--- config.mk ---
export PLATFORM = sky130hd
export DESIGN_NAME = div_ctrl
export DESIGN_NICKNAME = d
export VERILOG_FILES = /design/src/rtl/div_ctrl.sv
export SDC_FILE = /design/constraint.sdc
export NUM_CORES = 1
export LEC_CHECK = 0
export ABC_CLOCK_PERIOD_IN_PS = 4600
export BUFFER_PORTS_ARGS = -buffer_cell sky130_fd_sc_hd__buf_2
export CAP_MARGIN = 40
export CORE_MARGIN = 4
export CORE_UTILIZATION = 50
export DETAILED_ROUTE_END_ITERATION = 8
export PLACE_DENSITY = 0.81
export SYNTH_ARGS = -nofsm -noshare
export SYNTH_HDL_FRONTEND = slang
export SYNTH_SLANG_ARGS = --single-unit
--- constraint.sdc ---
create_clock -name Clk -period 4.6 [get_ports Clk]
set_clock_uncertainty 0.15 [all_clocks]
set_input_delay 0.46 -clock Clk [delete_from_list [all_inputs] [get_ports Clk]]
set_output_delay 0.46 -clock Clk [all_outputs]
set_load 0.01 [all_outputs]
--- src/rtl/div_ctrl.sv ---
// ---------------------------------------------------------------------------
// div_ctrl
//
// Purpose:
//   Owns the architectural HI/LO register pair of a 32-bit MIPS-style core
//   and sequences an external multi-cycle divider. MTHI/MTLO are written
//   straight into HI/LO. A DIV/DIVU with a non-zero divisor is handed to the
//   divider core, and the core's {HI,LO} answer is copied into HI/LO only
//   in the CAPTURE state. A divide by zero never reaches the core. It leaves
//   HI/LO untouched, raises the sticky div0 flag and pulses done one cycle
//   later. A pipeline flush abandons an in-flight division. The controller
//   then drains the core, because the core cannot be stopped, and throws
//   its answer away.
//
// Ports:
//   Clk          sole clock, rising edge
//   Reset        synchronous, active-high reset
//   req_valid    pipeline presents a HI/LO operation
//   req_op       0=DIV (signed), 1=DIVU, 2=MTHI, 3=MTLO
//   req_a        dividend, or write data for MTHI/MTLO
//   req_b        divisor (ignored for MTHI/MTLO)
//   req_ready    operation accepted on an edge where req_valid&req_ready
//   flush        pipeline exception, cancels an in-flight division
//   hi, lo       architectural HI and LO
//   hilo_busy    HI/LO not final; MFHI/MFLO must stall while high
//   done         one-cycle pulse when an accepted DIV/DIVU retires
//   div0         sticky: last retired division had a zero divisor
//   core_start   start pulse to the divider core
//   core_sign    signed-mode select to the divider core
//   core_a       dividend to the core
//   core_b       divisor to the core
//   core_we      core HI/LO write enables, permanently zero
//   core_busy    core is iterating
//   core_result  core output {HI,LO}, valid one cycle after core_busy falls
// ---------------------------------------------------------------------------
module div_ctrl (
    input  logic        Clk,
    input  logic        Reset,
    input  logic        req_valid,
    input  logic [1:0]  req_op,
    input  logic [31:0] req_a,
    input  logic [31:0] req_b,
    output logic        req_ready,
    input  logic        flush,
    output logic [31:0] hi,
    output logic [31:0] lo,
    output logic        hilo_busy,
    output logic        done,
    output logic        div0,
    output logic        core_start,
    output logic        core_sign,
    output logic [31:0] core_a,
    output logic [31:0] core_b,
    output logic [1:0]  core_we,
    input  logic        core_busy,
    input  logic [63:0] core_result
);

    // Controller states
    localparam logic [2:0] S_IDLE    = 3'd0;
    localparam logic [2:0] S_ISSUE   = 3'd1;
    localparam logic [2:0] S_WAIT    = 3'd2;
    localparam logic [2:0] S_RUN     = 3'd3;
    localparam logic [2:0] S_CAPTURE = 3'd4;
    localparam logic [2:0] S_DRAIN   = 3'd5;

    // Operation codes carried on req_op
    localparam logic [1:0] OP_DIV  = 2'd0;
    localparam logic [1:0] OP_DIVU = 2'd1;
    localparam logic [1:0] OP_MTHI = 2'd2;
    localparam logic [1:0] OP_MTLO = 2'd3;

    logic [2:0]  r_state;
    logic [2:0]  w_stateNext;
    logic        r_drainArmed;
    logic [31:0] r_hi;
    logic [31:0] r_lo;
    logic        r_div0;
    logic        r_zeroDone;
    logic        r_coreSign;
    logic [31:0] r_coreA;
    logic [31:0] r_coreB;

    logic        w_accept;
    logic        w_isDiv;
    logic        w_divZero;
    logic        w_divIssue;
    logic        w_writeHi;
    logic        w_writeLo;
    logic        w_capture;

    // Requests are only taken while the controller is idle and the core is
    // quiet. The core may still be busy in IDLE after a reset hit a running
    // division. A flush in the same cycle also blocks acceptance, because
    // the requesting instruction is being cancelled.
    assign req_ready = (r_state == S_IDLE) & ~core_busy & ~flush;
    assign w_accept  = req_valid & req_ready;

    // Decode of the accepted request.
    assign w_isDiv    = (req_op == OP_DIV) | (req_op == OP_DIVU);
    assign w_divZero  = w_accept & w_isDiv & (req_b == 32'd0);
    assign w_divIssue = w_accept & w_isDiv & (req_b != 32'd0);
    assign w_writeHi  = w_accept & (req_op == OP_MTHI);
    assign w_writeLo  = w_accept & (req_op == OP_MTLO);

    // A flush landing in CAPTURE kills the write-back and the done pulse.
    assign w_capture = (r_state == S_CAPTURE) & ~flush;

    // Next-state logic. Flush has no effect in IDLE. From any in-flight
    // state it diverts to DRAIN. The start pulse is combinational on ISSUE,
    // so it still goes out in a flushed ISSUE cycle, and DRAIN must wait for
    // that division too.
    always_comb begin
        w_stateNext = r_state;
        case (r_state)
            S_IDLE: begin
                if (w_divIssue) begin
                    w_stateNext = S_ISSUE;
                end
            end
            S_ISSUE: begin
                w_stateNext = flush ? S_DRAIN : S_WAIT;
            end
            S_WAIT: begin
                w_stateNext = flush ? S_DRAIN : S_RUN;
            end
            S_RUN: begin
                if (flush) begin
                    w_stateNext = S_DRAIN;
                end else if (!core_busy) begin
                    w_stateNext = S_CAPTURE;
                end
            end
            S_CAPTURE: begin
                w_stateNext = flush ? S_DRAIN : S_IDLE;
            end
            S_DRAIN: begin
                // The first DRAIN cycle can still see a stale low core_busy
                // from before the core reacted to the start pulse, so it is
                // ignored.
                if (r_drainArmed && !core_busy) begin
                    w_stateNext = S_IDLE;
                end
            end
            default: begin
                w_stateNext = S_IDLE;
            end
        endcase
    end

    // State register. Reset wins over a simultaneous flush because it is
    // checked first. r_drainArmed is set only from the second DRAIN cycle on.
    always_ff @(posedge Clk) begin
        if (Reset) begin
            r_state      <= S_IDLE;
            r_drainArmed <= 1'b0;
        end else begin
            r_state      <= w_stateNext;
            r_drainArmed <= (r_state == S_DRAIN);
        end
    end

    // HI/LO are private registers. Only an accepted MTHI/MTLO or an
    // unflushed CAPTURE may change them. In particular core_result is never
    // looked at outside CAPTURE.
    always_ff @(posedge Clk) begin
        if (Reset) begin
            r_hi <= 32'd0;
            r_lo <= 32'd0;
        end else if (w_capture) begin
            r_hi <= core_result[63:32];
            r_lo <= core_result[31:0];
        end else begin
            if (w_writeHi) begin
                r_hi <= req_a;
            end
            if (w_writeLo) begin
                r_lo <= req_a;
            end
        end
    end

    // Divide-by-zero bookkeeping. The sticky flag tracks the most recently
    // accepted division. The retire pulse for the zero case comes one cycle
    // after acceptance, and the core is never involved.
    always_ff @(posedge Clk) begin
        if (Reset) begin
            r_div0     <= 1'b0;
            r_zeroDone <= 1'b0;
        end else begin
            r_zeroDone <= w_divZero;
            if (w_divZero) begin
                r_div0 <= 1'b1;
            end else if (w_divIssue) begin
                r_div0 <= 1'b0;
            end
        end
    end

    // Operand latch for the core. Loading happens only at the accept edge,
    // so the operands stay stable from ISSUE through CAPTURE no matter what
    // the pipeline drives on req_a/req_b afterwards.
    always_ff @(posedge Clk) begin
        if (Reset) begin
            r_coreSign <= 1'b0;
            r_coreA    <= 32'd0;
            r_coreB    <= 32'd0;
        end else if (w_divIssue) begin
            r_coreSign <= (req_op == OP_DIV);
            r_coreA    <= req_a;
            r_coreB    <= req_b;
        end
    end

    // Output drive.
    assign hi         = r_hi;
    assign lo         = r_lo;
    assign hilo_busy  = (r_state != S_IDLE);
    assign done       = r_zeroDone | w_capture;
    assign div0       = r_div0;
    assign core_start = (r_state == S_ISSUE);
    assign core_sign  = r_coreSign;
    assign core_a     = r_coreA;
    assign core_b     = r_coreB;
    assign core_we    = 2'b00;

endmodule

== Word level (Yosys, flattened, before mapping) ==
Index checks and enable logic that the tools add are counted.

* Register bits: 135
* Word-level logic and storage cells: 58
* Output and inout bits: 136
* Input bits: 135

* Bitwise gates (word level): 13
* Reductions and logical operators: 11
* Multiplexer cells: 14
* Equal/unequal tests: 11

{| class="wikitable"
|+ Operator list
! kind !! count
|-
| $mux W32 || 4
|-
| $logic_not A32 Y1 || 1
|-
| $reduce_bool A32 Y1 || 1
|-
| $mux W3 || 7
|-
| $pmux W3 S6 || 1
|-
| $and A1 B1 Y1 || 9
|-
| $eq A3 B2 Y1 const B || 2
|-
| $eq A3 B3 Y1 const B || 2
|-
| $reduce_bool A2 Y1 || 3
|-
| $eq A2 B2 Y1 const B || 2
|-
| $ne A2 B2 Y1 const B || 2
|-
| $eq A3 B1 Y1 const B || 1
|-
| $logic_not A3 Y1 || 1
|-
| $ne A3 B3 Y1 const B || 1
|-
| $reduce_and A3 Y1 || 1
|-
| $reduce_bool A3 Y1 || 1
|-
| $eq A2 B1 Y1 const B || 1
|-
| $logic_not A2 Y1 || 1
|-
| $mux W1 || 2
|-
| $not A1 Y1 || 2
|-
| $or A1 B1 Y1 || 2
|-
| $logic_and A1 B1 Y1 || 1
|-
| $logic_not A1 Y1 || 1
|}

== Depth between registers and ports, before layout ==
* Depth in word-level cells: 8
* Gate-level depth with buffers: 8
* Mapped depth without buffers: 5

== Worst setup path after synthesis ==
No wires, ideal clock.

* Path kind: reg-to-reg
* Start point: reg r_state[1]
* End point: reg r_coreA[0] (netlist: core_a[0])
* Library setup time: 0.128 ns
* Buffers on the path: 3
* Data required time: 4.322 ns
* Period minus slack after synthesis: 2.105 ns
* Arrival time: 1.828 ns
* Cell stages (with the launch flop): 9
* Setup slack: 2.495 ns
* Cells stage by stage: dfxtp_1 -> buf_2 -> or4_4 -> nor2_4 -> o2111ai_1 -> buf_2 -> buf_6 -> mux2i_1 -> nor2_1

* Longest elaborated chain between the ends: 6

{| class="wikitable"
|+ Ends and longest elaborated chain
! element !! RTL line !! RTL
|-
| from (decl) || 73 || <nowiki>logic [2:0] r_state;</nowiki>
|-
| from (signal assigned) || 158 || <nowiki>r_state <= w_stateNext;</nowiki>
|-
| $logic_not A3 Y1 || 96 || <nowiki>assign req_ready = (r_state == S_IDLE) & ~core_busy & ~flush;</nowiki>
|-
| $and A1 B1 Y1 (2 in series) || 96 ||
|-
| net req_ready || 43 || <nowiki>output logic req_ready,</nowiki>
|-
| $and A1 B1 Y1 || 97 || <nowiki>assign w_accept = req_valid & req_ready;</nowiki>
|-
| $and A1 B1 Y1 (2 in series) || 102 || <nowiki>assign w_divIssue = w_accept & w_isDiv & (req_b != 32'd0);</nowiki>
|-
| to (signal assigned) || 210 || <nowiki>r_coreA <= req_a;</nowiki>
|-
| to (decl) || 81 || <nowiki>logic [31:0] r_coreA;</nowiki>
|}

The timed path passes the listed nets, and every way through them passes these cells.
A chain may end at the register's enable or synchronous reset.

== Worst setup path after layout ==
* Start point: reg r_state[0]
* End point: reg r_lo[12] (netlist: lo[12])

* Longest elaborated chain between the ends: 6
* Elaborated cells between the ends (all ways): 9
* Those cells by class: eq/ne (1); mux (1); bitwise (5); reduce/logical (2)

{| class="wikitable"
|+ Ends and longest elaborated chain
! element !! RTL line !! RTL
|-
| $logic_not A3 Y1 || 96 ||
|-
| $and A1 B1 Y1 (2 in series) || 96 ||
|-
| $and A1 B1 Y1 || 97 ||
|-
| $and A1 B1 Y1 || 104 || <nowiki>assign w_writeLo = w_accept & (req_op == OP_MTLO);</nowiki>
|-
| $reduce_bool A2 Y1 (no line) || -- ||
|-
| to (signal assigned) || 172 || <nowiki>r_lo <= core_result[31:0];</nowiki>
|-
| to (signal assigned) || 178 || <nowiki>r_lo <= req_a;</nowiki>
|-
| to (decl) || 77 || <nowiki>logic [31:0] r_lo;</nowiki>
|}

Several ways; a longest one is shown, not always the timed one.

==> reports/summary.md <==
The flow ran to the end, and the final reports show no timing, DRC or antenna violations. The max-slew violation total from the final report came out at 0. The H-tree level count was 4; the latest clock arrival within the worst-skew pair was 0.40 ns. The number of gates resized after CTS was 0. The row count came out at 38.

The total design power is 2720 uW. The sequential share of power is 44.5%. In this run, distinct cell masters in the synthesized netlist total 33. The logs give 26900 microns for the wire length of the first global-routing pass and 0 for the total overflow reported by the global router. For this design the top-level I/O count stands at 271.

Core outline area: 11000 sq um. Among all cell types in the netlist, the one instantiated most often is dfxtp_1. The part of the total power dissipated in the clock network is 47.1%, and the worst hold margin is 0.154 ns. Of all nets on the critical path, the largest fanout is 17. The wire-length estimate of the detail-placed layout is 12500 microns.

The run gives 41.3% as the normalized max-slew margin. After detailed routing, the number of vias per cell comes to 5.47. The die footprint is 13100 sq um, and the number of warning messages in the yosys log is 0.

The run gives 5610 as the via total after detailed routing. In this run the deepest clock path goes through 2 buffers. The final critical path takes up 62.7% of the cycle. The number of synthesized flops with an enable pin is 0.

The tree built by TritonCTS fans out to 135 sinks. The area taken by multi-input logic gates came out at 2700 sq um. Of the cells placed in the final design, the portion with a size suffix greater than 1 is 38.8%. STA puts the critical path data required time at 4.70 ns. Setup repair after global routing left no endpoint under its margin. The sequential cells in the finished layout cover a total of 2700 sq um. The logs give 5 for the first-pass detailed-route iteration total and 0 for the post-route antenna net violation count.

Clock-pin slew was measured on the worst setup and hold paths at 0.05 ns. After the last flow step, the layout net total stands at 1008. For the number of buffers inserted by post-CTS setup repair, the log shows 0. The tools report the critical path capture point type as a flip-flop.

The routed design could run at a clock period as short as 2.88 ns. The logs give 25.9% for the global-route total usage across every layer and 864 for the count of fill cells added during filler insertion. Synthesis handed over a netlist of 629 instances.

The repair_antennas step left the layout with diodes totalling 0. Max-cap violations in this run came to 0. In the final timing run, aggregate negative setup slack is 0 ns. The run gives 0 as the number of hold-slack violations in the final timing report. In this run the horizontal extent of the chip is 115 microns. Entering global routing, the biggest net connects 77 pins. The switching fraction of total power came out at 23.1%. The final design utilization is 69.5%, and the post-detailed-routing wire length is 17700 microns.

In the synthesized netlist the async set-or-reset flop fraction comes to 0%. The run gives 0 as the initial antenna violation count. The final setup violation count was 0; the layout-stage area growth over the synthesis result was 34.3%. Static timing analysis puts the maximum clock frequency at 347 MHz. The static leakage came out at 0.00393 uW.

The total clock buffers created by CTS was 17. The detailed router finished its first iteration with 561 violations. The logs give 0.839 for the final RePlAce weighted congestion and 5680 sq um for the area of the mapped netlist.

For this run, the leading register cell type out of synthesis is dfxtp_1. The mean instance size in the synthesized netlist works out to 9.03 sq um. The areal power density over the cells was 356 nW/um^2.

The internal cell power was 2090 uW; the number of global-route vias before repair was 5412. The worst-margin pin slew is 0.881 ns. Dividing the detail-routed wire length by the instance count gives 17.3 microns. The port buffer count came out at 268. For the remaining design rule violation count, the log shows 0. VDD sags by at most 0.336 mV. The kind of path behind the tightest hold check is in2reg. By area the synthesized netlist is led by dfxtp_1, mux2i_1, nor2_1. The kind of critical path was reg2reg. The proportion of netlist area held by the largest area contributor was 47.6%. The die is 115 microns tall.

STA classifies the critical path startpoint as a flip-flop. The starting utilization of the core area was 51.7%. At the worst endpoint, the arrival time is 2.98 ns.

Summed over all nets, the switching power comes to 627 uW. TritonCTS built the clock tree. The setup check on the worst reg-to-reg path leaves a slack of 1.72 ns. Hold repair after CTS inserted 0 buffers. The logs give 8.4% for the part of the total power dissipated in combinational logic and 47.6% for the portion of the post-synthesis area used by sequential elements. Synthesis inferred 135 register bits. The clock tree root driver cell is clkbuf_16. The largest total area in the synthesized netlist belongs to dfxtp_1.

Counting instances in the post-synthesis netlist gives the leading cell types as dfxtp_1, nor2_1, nand2_1.
flip-flops by register name, indices dropped and copies added (netlist names):
signal	count
core_a	32
core_b	32
hi	32
lo	32
r_state	3
core_sign	1
div0	1
r_drainArmed	1
r_zeroDone	1
area by class of cell:
type                       count  share of cell area (%)
clock buffer                  23                    6.39
inverter                       5                   0.246
multi-input combinational    436                    35.3
sequential                   135                    35.4
clock inverter                 9                   0.967
tap                          140                    2.30
timing repair buffer         278                    19.3
worst max-delay path, stage by stage, from the launching register on:
cell,delay [ns]
dfxtp_1,0.43
or4_4,0.54
nor2_4,0.18
nand4_1,0.70
buf_4,0.50
nand2_1,0.12
a311oi_2,0.10
worst paths after layout:
kind,from,depth (start not counted),endpoint
worst min-delay path,req_b[6],3,core_b[6]
worst max register to register,r_state[0],6,lo[12]
worst min register to register,lo[24],2,lo[24]
worst max-delay path,r_state[0],6,lo[12]
per-layer routing:
metal  wire, microns  up-vias  global-route usage, %
met5               0        -                      0
met4             308        0                   9.66
met3            1650       28                   7.72
met2            8860      296                   44.7
met1            6920     2621                   30.2
li1                -     2665                      -
cell families (layout without fill, tap and decap cells):
logic type / Yosys count / after routing / share of synthesized area, %
simple gates: 288 / 288 / 20.4
flops: 135 / 135 / 47.6
other cells: 1 / 2 / 0.0660
buf+inv: 59 / 315 / 5.53
mux: 66 / 66 / 11.6
compound gates: 80 / 80 / 14.8
per-stage QoR:
step | cell area [sq um] | worst slack, ns | instances
final | 7630 | 1.72 | 1026
after floorplan | 5690 | 2.49 | 630
after global routing | 7630 | 1.54 | 1026
after global placement | 7020 | 1.71 | 992
after CTS | 7630 | 1.61 | 1026
after detailed placement | 7070 | 1.54 | 994
layout by cell type (no fill, tap or decap), drive strengths merged, types with 2 or more instances in the layout:
master / count
buf: 278
dfxtp: 135
nor2: 133
nand2: 130
mux2i: 66
a311oi: 64
clkbuf: 23
nor4: 8
clkinv: 8
a21oi: 6
inv: 5
o21ai: 4
nand2b: 3
nand4: 3
nor3: 3
nor3b: 2
conb: 2
or4: 2
power by group through the flow:
stage               registers [uW]  logic (uW)  clock network (uW)
global placement              1230         221                   0
finish                        1210         228                1280
CTS                           1210         228                1290
global route                  1210         248                1350
detailed placement            1230         226                   0
floorplan                     1240        95.8                   0
No activity file was read; power rests on OpenSTA's default activity.
